### src/rtl/msrv32_ahb_pkg.sv
// msrv32_ahb_pkg: shared AHB-Lite encodings and FSM state type
// for the data-memory AHB master and its size decoder.
package msrv32_ahb_pkg;

    localparam logic [1:0] HTRANS_IDLE   = 2'b00;
    localparam logic [1:0] HTRANS_NONSEQ = 2'b10;

    localparam logic [2:0] HSIZE_BYTE = 3'b000;
    localparam logic [2:0] HSIZE_HALF = 3'b001;
    localparam logic [2:0] HSIZE_WORD = 3'b010;

    localparam logic [2:0] HBURST_SINGLE = 3'b000;

    typedef enum logic [2:0] {
        ST_IDLE = 3'd0,
        ST_ADDR = 3'd1,
        ST_DATA = 3'd2,
        ST_ERR  = 3'd3,
        ST_DONE = 3'd4
    } dmem_state_e;

    // Latched core request
    typedef struct packed {
        logic [31:0] addr;
        logic [31:0] wdata;
        logic        write;
        logic [2:0]  size;
        logic        illegal;
    } dmem_req_t;

endpackage

### src/rtl/msrv32_ahb_size_dec.sv
// msrv32_ahb_size_dec: byte-mask to HSIZE / address offset decoder.
// Ports: i_mask (write strobes) -> o_hsize, o_offset, o_illegal.
module msrv32_ahb_size_dec
    import msrv32_ahb_pkg::*;
(
    input  logic [3:0] i_mask,
    output logic [2:0] o_hsize,
    output logic [1:0] o_offset,
    output logic       o_illegal
);

    // Offset is the lowest set strobe; for every legal mask this
    // is the first byte lane of the access.
    always_comb begin
        o_offset = 2'd0;
        if (i_mask[0])
            o_offset = 2'd0;
        else if (i_mask[1])
            o_offset = 2'd1;
        else if (i_mask[2])
            o_offset = 2'd2;
        else if (i_mask[3])
            o_offset = 2'd3;
    end

    always_comb begin
        o_hsize   = HSIZE_WORD;
        o_illegal = 1'b0;
        unique case (i_mask)
            4'b1111: o_hsize = HSIZE_WORD;
            4'b0011,
            4'b1100: o_hsize = HSIZE_HALF;
            4'b0001,
            4'b0010,
            4'b0100,
            4'b1000: o_hsize = HSIZE_BYTE;
            default: begin
                o_hsize   = HSIZE_WORD;
                o_illegal = 1'b1;
            end
        endcase
    end

endmodule

### src/rtl/msrv32_dmem_ahb_master.sv
// msrv32_dmem_ahb_master: bridges the core data-memory port to an
// AHB-Lite master (single NONSEQ transfers, wait states, ERROR).
// Ports: ms_riscv32_mp_clk_in/rst_in (sync active-high reset);
//   core side: core_addr_in, core_wdata_in, core_wr_req_in,
//   core_wr_mask_in, core_htrans_in -> core_rdata_out,
//   core_hready_out, core_hresp_out;
//   bus side: haddr/htrans/hwrite/hsize/hburst/hprot/hwdata outs,
//   hrdata_in, hready_in, hresp_in.
// Optional: MSRV32_DMEM_ERR_CAPTURE_EN adds err_addr_out/err_wr_out.
module msrv32_dmem_ahb_master
    import msrv32_ahb_pkg::*;
#(
    parameter logic [3:0] HPROT_VAL = 4'b0011,
    parameter int         ERR_HOLD  = 1
) (
    input  logic        ms_riscv32_mp_clk_in,
    input  logic        ms_riscv32_mp_rst_in,
    input  logic [31:0] core_addr_in,
    input  logic [31:0] core_wdata_in,
    input  logic        core_wr_req_in,
    input  logic [3:0]  core_wr_mask_in,
    input  logic [1:0]  core_htrans_in,
    output logic [31:0] core_rdata_out,
    output logic        core_hready_out,
    output logic        core_hresp_out,
    output logic [31:0] haddr_out,
    output logic [1:0]  htrans_out,
    output logic        hwrite_out,
    output logic [2:0]  hsize_out,
    output logic [2:0]  hburst_out,
    output logic [3:0]  hprot_out,
    output logic [31:0] hwdata_out,
    input  logic [31:0] hrdata_in,
    input  logic        hready_in,
    input  logic        hresp_in
`ifdef MSRV32_DMEM_ERR_CAPTURE_EN
    ,
    output logic [31:0] err_addr_out,
    output logic        err_wr_out
`endif
);

    localparam logic [1:0] LP_HOLD = 2'(ERR_HOLD);

    dmem_state_e r_state;
    dmem_state_e w_next;
    dmem_req_t   r_req;
    dmem_req_t   w_new_req;
    logic [31:0] r_rdata;
    logic [1:0]  r_hold;

    logic        w_ready;
    logic        w_accept;
    logic        w_set_err;
    logic        w_ok;
    logic [2:0]  w_dec_size;
    logic [1:0]  w_dec_off;
    logic        w_dec_ill;

    msrv32_ahb_size_dec u_size_dec (
        .i_mask    (core_wr_mask_in),
        .o_hsize   (w_dec_size),
        .o_offset  (w_dec_off),
        .o_illegal (w_dec_ill)
    );

    assign w_ready  = (r_state == ST_IDLE) || (r_state == ST_DONE);
    assign w_accept = w_ready && (core_htrans_in == HTRANS_NONSEQ);

    // Reads are always word-aligned words; the load unit picks lanes.
    // An illegal write keeps the raw core address so the error
    // record shows what the core actually asked for.
    always_comb begin
        w_new_req.wdata   = core_wdata_in;
        w_new_req.write   = core_wr_req_in;
        w_new_req.size    = HSIZE_WORD;
        w_new_req.illegal = 1'b0;
        w_new_req.addr    = {core_addr_in[31:2], 2'b00};
        if (core_wr_req_in) begin
            w_new_req.size    = w_dec_size;
            w_new_req.illegal = w_dec_ill;
            if (w_dec_ill)
                w_new_req.addr = core_addr_in;
            else
                w_new_req.addr = {core_addr_in[31:2], w_dec_off};
        end
    end

    always_comb begin
        w_next    = r_state;
        w_set_err = 1'b0;
        w_ok      = 1'b0;
        unique case (r_state)
            ST_IDLE: begin
                if (w_accept)
                    w_next = ST_ADDR;
            end
            ST_ADDR: begin
                // Illegal mask: complete with error, nothing on the bus
                if (r_req.illegal) begin
                    w_next    = ST_DONE;
                    w_set_err = 1'b1;
                end else if (hready_in) begin
                    w_next = ST_DATA;
                end
            end
            ST_DATA: begin
                if (hresp_in) begin
                    if (hready_in) begin
                        w_next    = ST_DONE;
                        w_set_err = 1'b1;
                    end else begin
                        w_next = ST_ERR;
                    end
                end else if (hready_in) begin
                    w_next = ST_DONE;
                    w_ok   = 1'b1;
                end
            end
            ST_ERR: begin
                if (hready_in) begin
                    w_next    = ST_DONE;
                    w_set_err = 1'b1;
                end
            end
            ST_DONE: begin
                w_next = w_accept ? ST_ADDR : ST_IDLE;
            end
            default: w_next = ST_IDLE;
        endcase
    end

    always_ff @(posedge ms_riscv32_mp_clk_in) begin
        if (ms_riscv32_mp_rst_in) begin
            r_state       <= ST_IDLE;
            r_req.addr    <= '0;
            r_req.wdata   <= '0;
            r_req.write   <= 1'b0;
            r_req.size    <= HSIZE_WORD;
            r_req.illegal <= 1'b0;
            r_rdata       <= '0;
            r_hold        <= '0;
        end else begin
            r_state <= w_next;
            if (w_accept)
                r_req <= w_new_req;
            if (w_ok && !r_req.write)
                r_rdata <= hrdata_in;
            // Error flag visible from DONE for ERR_HOLD cycles
            if (w_set_err)
                r_hold <= LP_HOLD;
            else if (r_hold != 2'd0)
                r_hold <= r_hold - 2'd1;
        end
    end

`ifdef MSRV32_DMEM_ERR_CAPTURE_EN
    logic [31:0] r_err_addr;
    logic        r_err_wr;

    always_ff @(posedge ms_riscv32_mp_clk_in) begin
        if (ms_riscv32_mp_rst_in) begin
            r_err_addr <= '0;
            r_err_wr   <= 1'b0;
        end else if (w_set_err) begin
            r_err_addr <= r_req.addr;
            r_err_wr   <= r_req.write;
        end
    end

    assign err_addr_out = r_err_addr;
    assign err_wr_out   = r_err_wr;
`endif

    assign htrans_out = ((r_state == ST_ADDR) && !r_req.illegal)
                        ? HTRANS_NONSEQ : HTRANS_IDLE;
    assign haddr_out       = r_req.addr;
    assign hwrite_out      = r_req.write;
    assign hsize_out       = r_req.size;
    assign hwdata_out      = r_req.wdata;
    assign hburst_out      = HBURST_SINGLE;
    assign hprot_out       = HPROT_VAL;
    assign core_rdata_out  = r_rdata;
    assign core_hready_out = w_ready;
    assign core_hresp_out  = (r_hold != 2'd0);

endmodule

### config.mk
export PLATFORM = sky130hd
export DESIGN_NAME = msrv32_dmem_ahb_master
export DESIGN_NICKNAME = d
export VERILOG_FILES = /design/src/rtl/msrv32_ahb_pkg.sv /design/src/rtl/msrv32_ahb_size_dec.sv /design/src/rtl/msrv32_dmem_ahb_master.sv
export SDC_FILE = /design/constraint.sdc
export NUM_CORES = 1
export LEC_CHECK = 0
export ABC_AREA = 0
export CAP_MARGIN = 10
export CORE_MARGIN = 2
export CORE_UTILIZATION = 44
export DETAILED_ROUTE_END_ITERATION = 16
export PLACE_DENSITY = 0.86
export REMOVE_ABC_BUFFERS = 1
export SLEW_MARGIN = 20
export SYNTH_ARGS = -nofsm -noshare
export SYNTH_HDL_FRONTEND = slang
export SYNTH_SLANG_ARGS = --single-unit
### constraint.sdc
create_clock -name ms_riscv32_mp_clk_in -period 2.69 [get_ports ms_riscv32_mp_clk_in]
set_clock_uncertainty 0.2 [all_clocks]
set_input_delay 0.4035 -clock ms_riscv32_mp_clk_in [delete_from_list [all_inputs] [get_ports ms_riscv32_mp_clk_in]]
set_output_delay 0.4035 -clock ms_riscv32_mp_clk_in [all_outputs]
set_load 0.005 [all_outputs]
==> results of run 1 <==
stage by stage:
step	hold WS (ns)	setup WS [ns]	setup TNS, ns	instance area [um2]
floorplan	0.247	-0.418	-0.777	3750
CTS	0.261	0.0981	0	6270
detailed placement	0.247	0.311	0	6090
finish	0.258	0.106	0	6270
global route	0.281	0.0525	0	6270
global placement	0.240	0.432	0	6090
state kept, by name, indices dropped and copies added (netlist names):
name / cells
r_hold: 2
core_rdata_out: 32
hwrite_out: 1
haddr_out: 32
hwdata_out: 32
hsize_out: 2
r_req: 1
r_state: 3
area by class of cell:
class / instances / area, um2 / share of cell area (%)
Clock buffer: 12 / 155 / 2.48
Clock inverter: 4 / 26.3 / 0.419
Inverter: 8 / 30.0 / 0.479
Multi-Input combinational cell: 353 / 1630 / 25.9
Sequential cell: 105 / 2100 / 33.5
Tap cell: 133 / 166 / 2.65
Timing Repair Buffer: 214 / 2160 / 34.5
placed cells by master (no fill, tap or decap), drive strengths merged, types with 2 or more instances in the layout:
master and n:
clkdlybuf4s50 207, nand2 195, dfxtp 105, a21oi 102, clkbuf 12, conb 9
inv 9, buf 7, nor2 6, o21ai 5, nand2b 3, nor3 3
nor4b 3, a2111oi 2, clkinv 2, nand3 2
per-layer routing:
metal	vias to the layer above	track usage, %
li1	1995	-
met1	1835	24.0
met2	193	38.2
met3	18	7.64
met4	0	7.72
met5	-	0
power groups by stage:
stage               Combinational (mW)  Clock [mW]  Sequential (mW)
floorplan                        0.151           0             1.68
global placement                 0.496           0             1.68
detailed placement               0.508           0             1.68
CTS                              0.512       0.942             1.65
global route                     0.557        1.00             1.66
finish                           0.511       0.909             1.65
cells by family (layout without fill, tap and decap cells):
kind of cell / count (synthesis) / after routing / synth area share [%]
simple gates: 218 / 218 / 20.0
buf+inv: 119 / 238 / 16.5
fa+ha+maj: 1 / 1 / 0.283
flops: 105 / 105 / 47.5
compound gates: 123 / 123 / 15.2
xor+xnor: 2 / 2 / 0.396
other cells: 2 / 9 / 0.170
path summary, 6_finish.rpt:
path              slack [ns]                 end               start  cells past startpoint
hold / removal          0.26  core_rdata_out[13]  core_rdata_out[13]                      2
setup reg to reg        0.78  core_rdata_out[23]          r_state[0]                      5
setup / recovery        0.11       htrans_out[1]          r_state[0]                      2
hold reg to reg         0.26  core_rdata_out[13]  core_rdata_out[13]                      2
worst max-delay path: cells and delay by family (launching register included):
kind | cells | cell delay, ns
buffers and inverters | 1 | 0.61
DFF | 1 | 0.53
and+or+nand+nor | 1 | 0.48
==> summary.md, run 1 <==
| Metric | Value |
|---|---|
| F_max | between 300 and 400 MHz |
| Yosys warnings | 0 |
| Path class of the lowest-slack min-delay path | reg2reg |
| Mean instance size in the synthesized netlist | between 7 and 8 um2 |
| Number of cell rows | 36 |
| Top cells by count, synth | sky130_fd_sc_hd__nand2_1 (195), sky130_fd_sc_hd__dfxtp_1 (105), sky130_fd_sc_hd__a21oi_1 (102), sky130_fd_sc_hd__buf_4 (75), sky130_fd_sc_hd__clkbuf_1 (33) |
| Worst-skew pair later-pin latency | 0.35 ns |
| Cell area after technology mapping | between 0.004 and 0.005 mm2 |
| Met3 wirelength from detailed routing | around 1100 um |
| Cell with the most instances after synthesis | sky130_fd_sc_hd__nand2_1 |
| Sequential cell area fraction in the yosys report | ~47% |
| Yosys reg bits | 105 |
| Number of distinct standard cells referenced by the synthesized netlist | 39 |
| Status | completed |
| DP Cell Count | between 800 and 900 |
| Power density of the placed cells | 489 mW/mm2 |
| Post-synth top area cell | sky130_fd_sc_hd__dfxtp_1 |
| Placer's final routability congestion estimate | between 0.7 and 0.8 |
| RSZ-0062 raised after global routing | false |
| Combinational share of power | roughly 17% |
| Relative slew slack | 58.7% |
| Largest driver fanout on the critical path | 9 |
| Total grt overflow | 0 |
| Inserted Clock Buffers | 9 |
| Post-route antenna net violation count | 0 |
| Library cell contributing the largest single delay on the critical path | sky130_fd_sc_hd__clkdlybuf4s50_1 |
| Drc violations | 0 |
| Critical Setup Path Class | reg2out |
| Post-route core utilization | 64.1% |
| Detail-routed net length per standard cell | around 14 um |
| Die outline area | 0.0109 mm2 |
| Length of routed met2 wiring | roughly 5900 um |
| Die boundary width | approximately 100 um |
| H-tree levels | 3 |
| Max Slew Vio Count | 0 |
| Worst setup EP type | primary output |
| Via count of the first global-routing pass | a little under 4000 |
| DR pass1 iterations | 4 |
| Overall power consumption | between 3 and 4 mW |
| Buffer type at the clock tree root | sky130_fd_sc_hd__clkbuf_8 |
| Initial antenna violation count | 0 |
| I/O pin total | 218 |
| CP max stage delay | just over 0.6 ns |
| Vias per Instance | about 5 |
| Flop pwr share | 53.7% |
| Maxcap violations | 0 |
| Cell Chain, Critical Path | nor4b_1 > clkdlybuf4s50_1 |
| TritonCTS clock tree | done |
| Endpoint arrival time on the critical path | roughly 2.0 ns |
| Estimated wirelength of the detail-placed design | 8690 um |
| Net load switching power | between 700 and 800 uW |
| Metal1 wirelength | 4700 um |
| Maximum count of clock buffers along a single path | 2 |
| Wire length of the first global-routing pass | about 19000 um |
| Count of mapped cells out of synthesis | 570 |
| Critical Path RT | ~2.1 ns |
| Vias post-DR | a little over 4000 |
| Clock power share | between 20% and 30% |
| Clock transition at the registers of the reported paths | 0.09 ns |
| Final period utilization | 96.1% |
| Total Nets Final | roughly 800 |
| Fraction of final layout cells sized beyond drive strength 1 | 3.74% |
| Count of clock tree sinks | between 100 and 150 |
| Static power due to leakage | ~2.2 nW |
| Worst-Margin Slew | around 0.60 ns |
| Top sig layer | met4 |
| Internal power | 2.31 mW |
| Filler cell count in the final layout | roughly 800 |
| Share of the synthesized area in the top cell type | a little under half |
| Category of the worst setup path launch point | register |
| Count of buffers inserted at the top-level ports | about 210 |
| CTS-repair resized insts | 0 |
| Maximum number of pins on one net before global-route repair | 63 |
| Die span in y | around 100 um |
| Drt initial violations | approximately 160 |
| Worst IR Drop VDD | ~0.3 mV |
| Hold_buf cts | 0 |
| Async set-or-reset flop fraction in the synthesized netlist | 0% |
| Final routed wirelength across all metal layers | ~12000 um |
| Final critical delay including setup and external delays | roughly 2.6 ns |
| Cell types occupying the most area after synthesis | sky130_fd_sc_hd__dfxtp_1 (47%), sky130_fd_sc_hd__nand2_1 (17%), sky130_fd_sc_hd__buf_4 (13%) |
| Layout Area Growth over Synthesis | 41.6% |
| Switching part of the total power | between 20 and 25% |
| Non-filler instance count after layout | roughly 830 |
| Final Setup Violations | 0 |
| EDFF count, synth | 0 |
| Antenna diode instance count | 0 |
| Most common flop cell mapped by yosys | sky130_fd_sc_hd__dfxtp_1 |
| Placeable core region | between 0.009 and 0.01 mm2 |
| Number of endpoints with negative hold slack in the final report | 0 |
| Starting density of the core | roughly 45% |
| Post-CTS Setup Repair Bufs | 0 |
| All-Layer GR Usage | 21.7% |
Note: power is estimated with default switching activity, not from simulation.
==> run 2: changes to the inputs <==
Settings changed: GPL_TIMING_DRIVEN set to 0, SLEW_MARGIN 20 to unset.
==> run 2 against run 1 <==
Sequential share of layout area about the same; clock power about the same; global-route usage down 1.0 points; maximum frequency grew 4.8%; critical path depth is the same; clock-buffer cell count shrank 2; routed wire length down 5.2%; hold slack got worse by 0.16 ns; register-to-register slack worse by 0.46 ns; cell area hardly changed; first-iteration DRC count up 3.7%; utilization barely moved.
==> summary.md, run 2 (synthesis results as in run 1) <==
| Metric | Value |
|---|---|
| Final worst setup slack | 0.224 ns (was 0.106 ns) |
| Inserted Clock Buffers | 9 (unchanged) |
| Reg2Reg Launch Point | r_state[1] (was r_state[0]) |
| Post-CTS Setup Repair Bufs | 0 (unchanged) |
| Count of clock tree sinks | 105 (unchanged) |
| Final routed wirelength across all metal layers | 11300 um (was 11900 um) |
| Final period utilization | 91.7% (was 96.1%) |
| Total number of cells along the worst setup path | 2 (unchanged) |
| Maxcap violations | 0 (unchanged) |
| Number of endpoints with negative hold slack in the final report | 0 (unchanged) |
| Critical Setup Path Class | reg2out (unchanged) |
| Worst setup EP type | primary output (unchanged) |
| CTS-repair resized insts | 0 (unchanged) |
| Drc violations | 0 (unchanged) |
| Estimated wirelength of the detail-placed design | 8150 um (was 8690 um) |
| Endpoint arrival time on the critical path | 1.86 ns (was 1.98 ns) |
| Total Nets Final | 798 (was 799) |
| Hold path startpoint | ms_riscv32_mp_rst_in (was core_rdata_out[13]) |
| Maximum count of clock buffers along a single path | 2 (unchanged) |
| Placeable core region | 0.00977 mm2 (unchanged) |
| Clock transition at the registers of the reported paths | 0.10 ns (was 0.09 ns) |
| Antenna diode instance count | 0 (unchanged) |
| Worst reg-to-reg path cell count | 4 (was 5) |
| H-tree levels | 3 (unchanged) |
| Storage cell area | 0.00210 mm2 (unchanged) |
| Die boundary width | 104 um (unchanged) |
| Drt initial violations | 170 (was 164) |
| Critical Path RT | 2.09 ns (about the same) |
| Post-route core utilization | 64.2% (was 64.1%) |
| Family with the most delay on the worst path | buffers and inverters (unchanged) |
| Power density of the placed cells | 489 mW/mm2 (about the same) |
| Status | completed (unchanged) |
| Post-route standard cell area excluding fillers | 0.00627 mm2 (about the same) |
| Initial antenna violation count | 0 (unchanged) |
| Buffer type at the clock tree root | sky130_fd_sc_hd__clkbuf_8 (unchanged) |
| All-Layer GR Usage | 20.7% (was 21.7%) |
| Die span in y | 104 um (unchanged) |
| Count of buffers inserted at the top-level ports | 208 (unchanged) |
| Met3 routing resource usage after global routing | 7.02% (was 7.64%) |
| Worst-Margin Slew | 1.14 ns (was 0.604 ns) |
| Category of the worst setup path launch point | register (unchanged) |
| Path class of the lowest-slack min-delay path | in2reg (was reg2reg) |
| Layout Area Growth over Synthesis | 41.7% (was 41.6%) |
| Post-route antenna net violation count | 0 (unchanged) |
| Cell Chain, Critical Path | nor4b_1 > clkdlybuf4s50_1 (unchanged) |
| Worst reg2reg path endpoint | haddr_out[0] (was core_rdata_out[23]) |
| Die outline area | 0.0109 mm2 (unchanged) |
| Worst-skew pair later-pin latency | 0.36 ns (was 0.35 ns) |
| Final critical delay including setup and external delays | 2.47 ns (was 2.58 ns) |
| Most common library cell in the layout ignoring fill and taps | sky130_fd_sc_hd__clkdlybuf4s50_1 (unchanged) |
| Vias post-DR | 4011 (was 4041) |
| Library cell contributing the largest single delay on the critical path | sky130_fd_sc_hd__clkdlybuf4s50_1 (unchanged) |
| Maximum number of pins on one net before global-route repair | 95 (was 63) |
| F_max | 406 MHz (was 387 MHz) |
| I/O pin total | 218 (unchanged) |
| Hold_buf cts | 0 (unchanged) |
| Met2 demand-to-capacity share in global routing | 35.7% (was 38.2%) |
| Static power due to leakage | 2.19 nW (was 2.20 nW) |
| RSZ-0062 raised after global routing | false (unchanged) |
| Starting density of the core | 45.3% (unchanged) |
| Area taken by multi-input logic gates | 0.00163 mm2 (about the same) |
| Number of cell rows | 36 (unchanged) |
| Wire length of the first global-routing pass | 18600 um (was 19400 um) |
| TritonCTS clock tree | done (unchanged) |
| Filler cell count in the final layout | 782 (was 804) |
| DR pass1 iterations | 4 (unchanged) |
| Placer's final routability congestion estimate | 0.782 (was 0.787) |
| Endpoint of the worst setup timing path | htrans_out[1] (unchanged) |
| Final Setup Violations | 0 (unchanged) |
| Vias per Instance | 4.84 (was 4.87) |
| GRT met1 Usage | 23.2% (was 24.0%) |
| Slack of the worst reg-to-reg path | 0.32 ns (was 0.78 ns) |
| Launching instance or port of the critical path | r_state[0] (unchanged) |
| CP max stage delay | 0.58 ns (was 0.61 ns) |
| Largest driver fanout on the critical path | 9 (unchanged) |
| Max Slew Vio Count | 0 (unchanged) |
| DP Area | 0.00609 mm2 (about the same) |
| Via count of the first global-routing pass | 3971 (was 3952) |
| Buffers and inverters on the worst path | 1 (unchanged) |
| Total grt overflow | 0 (unchanged) |
| Layer carrying the most global-route usage | met2 (unchanged) |
| Most frequent cells in the layout | sky130_fd_sc_hd__clkdlybuf4s50_1 (207), sky130_fd_sc_hd__nand2_1 (195), sky130_fd_sc_hd__dfxtp_1 (105) (unchanged) |
| Detail-routed net length per standard cell | 13.6 um (was 14.3 um) |
| Worst slack at placement | -0.103 ns (was 0.311 ns) |
| Fraction of final layout cells sized beyond drive strength 1 | 3.60% (was 3.74%) |
| Post-Route Setup TNS | 0 ns (unchanged) |
| Relative slew slack | 24.3% (was 58.7%) |
| Worst IR Drop VDD | 0.313 mV (was 0.292 mV) |
| Cells on Worst Hold Path | 2 (unchanged) |
-- run 2: routing by layer --
layer / wire, um / vias up
met2: 5410 / 197
met5: 0 / -
met1: 4490 / 1795
met3: 1090 / 27
li1: - / 1992
met4: 261 / 0
-- run 2: cell type report --
cell class | instances | share of cell area, %
well taps | 133 | 2.65
repair buffers | 213 | 34.4
multi-input cells | 353 | 26.1
inverters | 8 | 0.479
flip-flops and latches | 105 | 33.5
clock buffers | 10 | 2.04
clock inverters | 6 | 0.818
-- run 2: worst min-delay path by stage --
stage | endpoint | slack (ns)
floorplan | core_rdata_out[0] | 0.25
global placement | hwdata_out[4] | 0.24
detailed placement | hwdata_out[9] | 0.25
CTS | hwdata_out[15] | 0.08
global route | haddr_out[29] | 0.09
finish | haddr_out[29] | 0.1
-- run 2: power by group --
| part | leakage, nW | internal (mW) | switching [mW] |
|---|---|---|---|
| Clock | 0.0879 | 0.351 | 0.555 |
| Sequential | 0.853 | 1.61 | 0.0341 |
| Combinational | 1.25 | 0.306 | 0.205 |
-- run 2: stage by stage --
step	hold WS, ns	power (mW)	instances
after floorplan	0.247	1.83	466
after detailed placement	0.245	2.19	812
after global routing	0.0894	3.21	828
final	0.0998	3.06	828
after global placement	0.241	2.17	807
after CTS	0.0806	3.10	828
==> run 3: changes to the inputs <==
Settings changed: CORE_ASPECT_RATIO set to 1.1, MAX_ROUTING_LAYER set to met4.
==> run 3 against run 2 <==
Sequential share of layout area stayed put; via count down 0.90%; clock power grew 8.1%; global-route usage is 0.14 points higher; die area about the same; first-iteration DRC count shrank 14%; critical path depth did not move; worst setup slack worse by 0.027 ns; clock-buffer cell count is 1 higher; routed wire length up 0.29%; hold slack gained 0.013 ns; non-clock buffer count unchanged; critical endpoint unchanged; largest cell class unchanged.
==> summary.md, run 3 (synthesis results as in run 1) <==
| Metric | Value |
|---|---|
| RSZ-0062 raised after global routing | false (unchanged) |
| Most frequent cells in the layout | sky130_fd_sc_hd__clkdlybuf4s50_1 (207), sky130_fd_sc_hd__nand2_1 (195), sky130_fd_sc_hd__dfxtp_1 (105) (unchanged) |
| Critical Setup Path Class | reg2out (unchanged) |
| DP Cell Count | 799 (was 812) |
| Final critical delay including setup and external delays | 2.49 ns (was 2.47 ns) |
| Drt initial violations | 146 (was 170) |
| Non-filler instance count after layout | 816 (was 828) |
| Endpoint arrival time on the critical path | 1.89 ns (was 1.86 ns) |
| Most common library cell in the layout ignoring fill and taps | sky130_fd_sc_hd__clkdlybuf4s50_1 (unchanged) |
| Detail-routed net length per standard cell | 13.8 um (was 13.6 um) |
| Die boundary width | 99.6 um (was 104 um) |
| Drc violations | 0 (unchanged) |
| Met3 routing resource usage after global routing | 6.79% (was 7.02%) |
| Buffer type at the clock tree root | sky130_fd_sc_hd__clkbuf_8 (unchanged) |
| Post-Route Setup TNS | 0 ns (unchanged) |
| Category of the worst setup path launch point | register (unchanged) |
| Met2 demand-to-capacity share in global routing | 34.7% (was 35.7%) |
| Layer carrying the most global-route usage | met2 (unchanged) |
| Wire length of the first global-routing pass | 17600 um (was 18600 um) |
| Starting density of the core | 45.0% (was 45.3%) |
| Post-route antenna net violation count | 0 (unchanged) |
| Critical Path RT | 2.09 ns (about the same) |
| Number of cell rows | 38 (was 36) |
| Via count of the first global-routing pass | 3753 (was 3971) |
| Maximum number of pins on one net before global-route repair | 94 (was 95) |
| Die outline area | 0.0109 mm2 (about the same) |
| Maximum count of clock buffers along a single path | 2 (unchanged) |
| Estimated wirelength of the detail-placed design | 8180 um (was 8150 um) |
| Relative slew slack | 23.9% (was 24.3%) |
| Placeable core region | 0.00984 mm2 (was 0.00977 mm2) |
| Post-CTS Setup Repair Bufs | 0 (unchanged) |
| Static power due to leakage | 2.20 nW (was 2.19 nW) |
| Status | completed (unchanged) |
| TritonCTS clock tree | done (unchanged) |
| Inserted Clock Buffers | 9 (unchanged) |
| Die span in y | 109 um (was 104 um) |
| Placer's final routability congestion estimate | 0.802 (was 0.782) |
| Count of clock tree sinks | 105 (unchanged) |
| Count of buffers inserted at the top-level ports | 208 (unchanged) |
| DR pass1 iterations | 6 (was 4) |
| Final routed wirelength across all metal layers | 11300 um (about the same) |
| Post-route core utilization | 63.7% (was 64.2%) |
| Worst-Margin Slew | 1.14 ns (about the same) |
| Hold_buf cts | 0 (unchanged) |
| Final period utilization | 92.7% (was 91.7%) |
| Total Nets Final | 798 (unchanged) |
| I/O pin total | 218 (unchanged) |
| Tightest hold margin | 0.113 ns (was 0.0998 ns) |
| Final Setup Violations | 0 (unchanged) |
| Worst-skew pair later-pin latency | 0.36 ns (about the same) |
| Path class of the lowest-slack min-delay path | in2reg (unchanged) |
| Vias per Instance | 4.87 (was 4.84) |
| Worst IR Drop VDD | 0.290 mV (was 0.313 mV) |
| Vias post-DR | 3975 (was 4011) |
| All-Layer GR Usage | 20.8% (was 20.7%) |
| Total grt overflow | 0 (unchanged) |
| Largest driver fanout on the critical path | 9 (unchanged) |
| Max Slew Vio Count | 0 (unchanged) |
| H-tree levels | 3 (unchanged) |
| Fraction of final layout cells sized beyond drive strength 1 | 3.60% (unchanged) |
| Maxcap violations | 0 (unchanged) |
| Initial antenna violation count | 0 (unchanged) |
| Power density of the placed cells | 499 mW/mm2 (was 489 mW/mm2) |
| Layout Area Growth over Synthesis | 41.7% (unchanged) |
| GRT met1 Usage | 23.3% (was 23.2%) |
| Number of endpoints with negative hold slack in the final report | 0 (unchanged) |
| Clock transition at the registers of the reported paths | 0.09 ns (was 0.10 ns) |
| Overall power consumption | 3.13 mW (was 3.06 mW) |
| Worst setup EP type | primary output (unchanged) |
| CTS-repair resized insts | 0 (unchanged) |
| F_max | 401 MHz (was 406 MHz) |
run 3: stage by stage:
stage	instance area, um2	setup WS (ns)
floorplan	3750	-0.418
global placement	5980	-2.10
detailed placement	6070	0.0257
CTS	6270	0.188
global route	6270	0.0943
finish	6270	0.197
run 3: area by class of cell:
cell class	count	area [um2]
Tap cell	120	150
Clock buffer	11	141
Timing Repair Buffer	213	2160
Sequential cell	105	2100
Antenna cell	1	2.50
Fill cell	799	3570
Inverter	8	30.0
Multi-Input combinational cell	353	1630
Clock inverter	5	55.1
run 3: report_power, final:
group	total [mW]	switching [mW]	leakage, nW	internal, mW
Combinational	0.507	0.202	1.25	0.305
Sequential	1.65	0.0323	0.853	1.61
Clock	0.979	0.525	0.0953	0.453
run 3: final timing paths:
kind         cells after the start  slack, ns                 to                  from
max                              2       0.20      htrans_out[1]            r_state[0]
min                              2       0.11      hwdata_out[0]  ms_riscv32_mp_rst_in
max reg2reg                      4       0.40       haddr_out[0]            r_state[1]
min reg2reg                      2       0.26  core_rdata_out[2]     core_rdata_out[2]
run 3: layer usage:
layer  part of all wire [%]  vias up  routed length (um)
li1                       -     2000                   -
met1                     41     1787                4660
met2                     49      167                5520
met3                    8.2       21                 930
met4                    1.6        0                 184
met5                      0        -                   0
run 3: worst max-delay path: stages, from the launching register on:
cell                              delay (ns)
sky130_fd_sc_hd__dfxtp_1                0.53
sky130_fd_sc_hd__nor4b_1                0.39
sky130_fd_sc_hd__clkdlybuf4s50_1        0.61
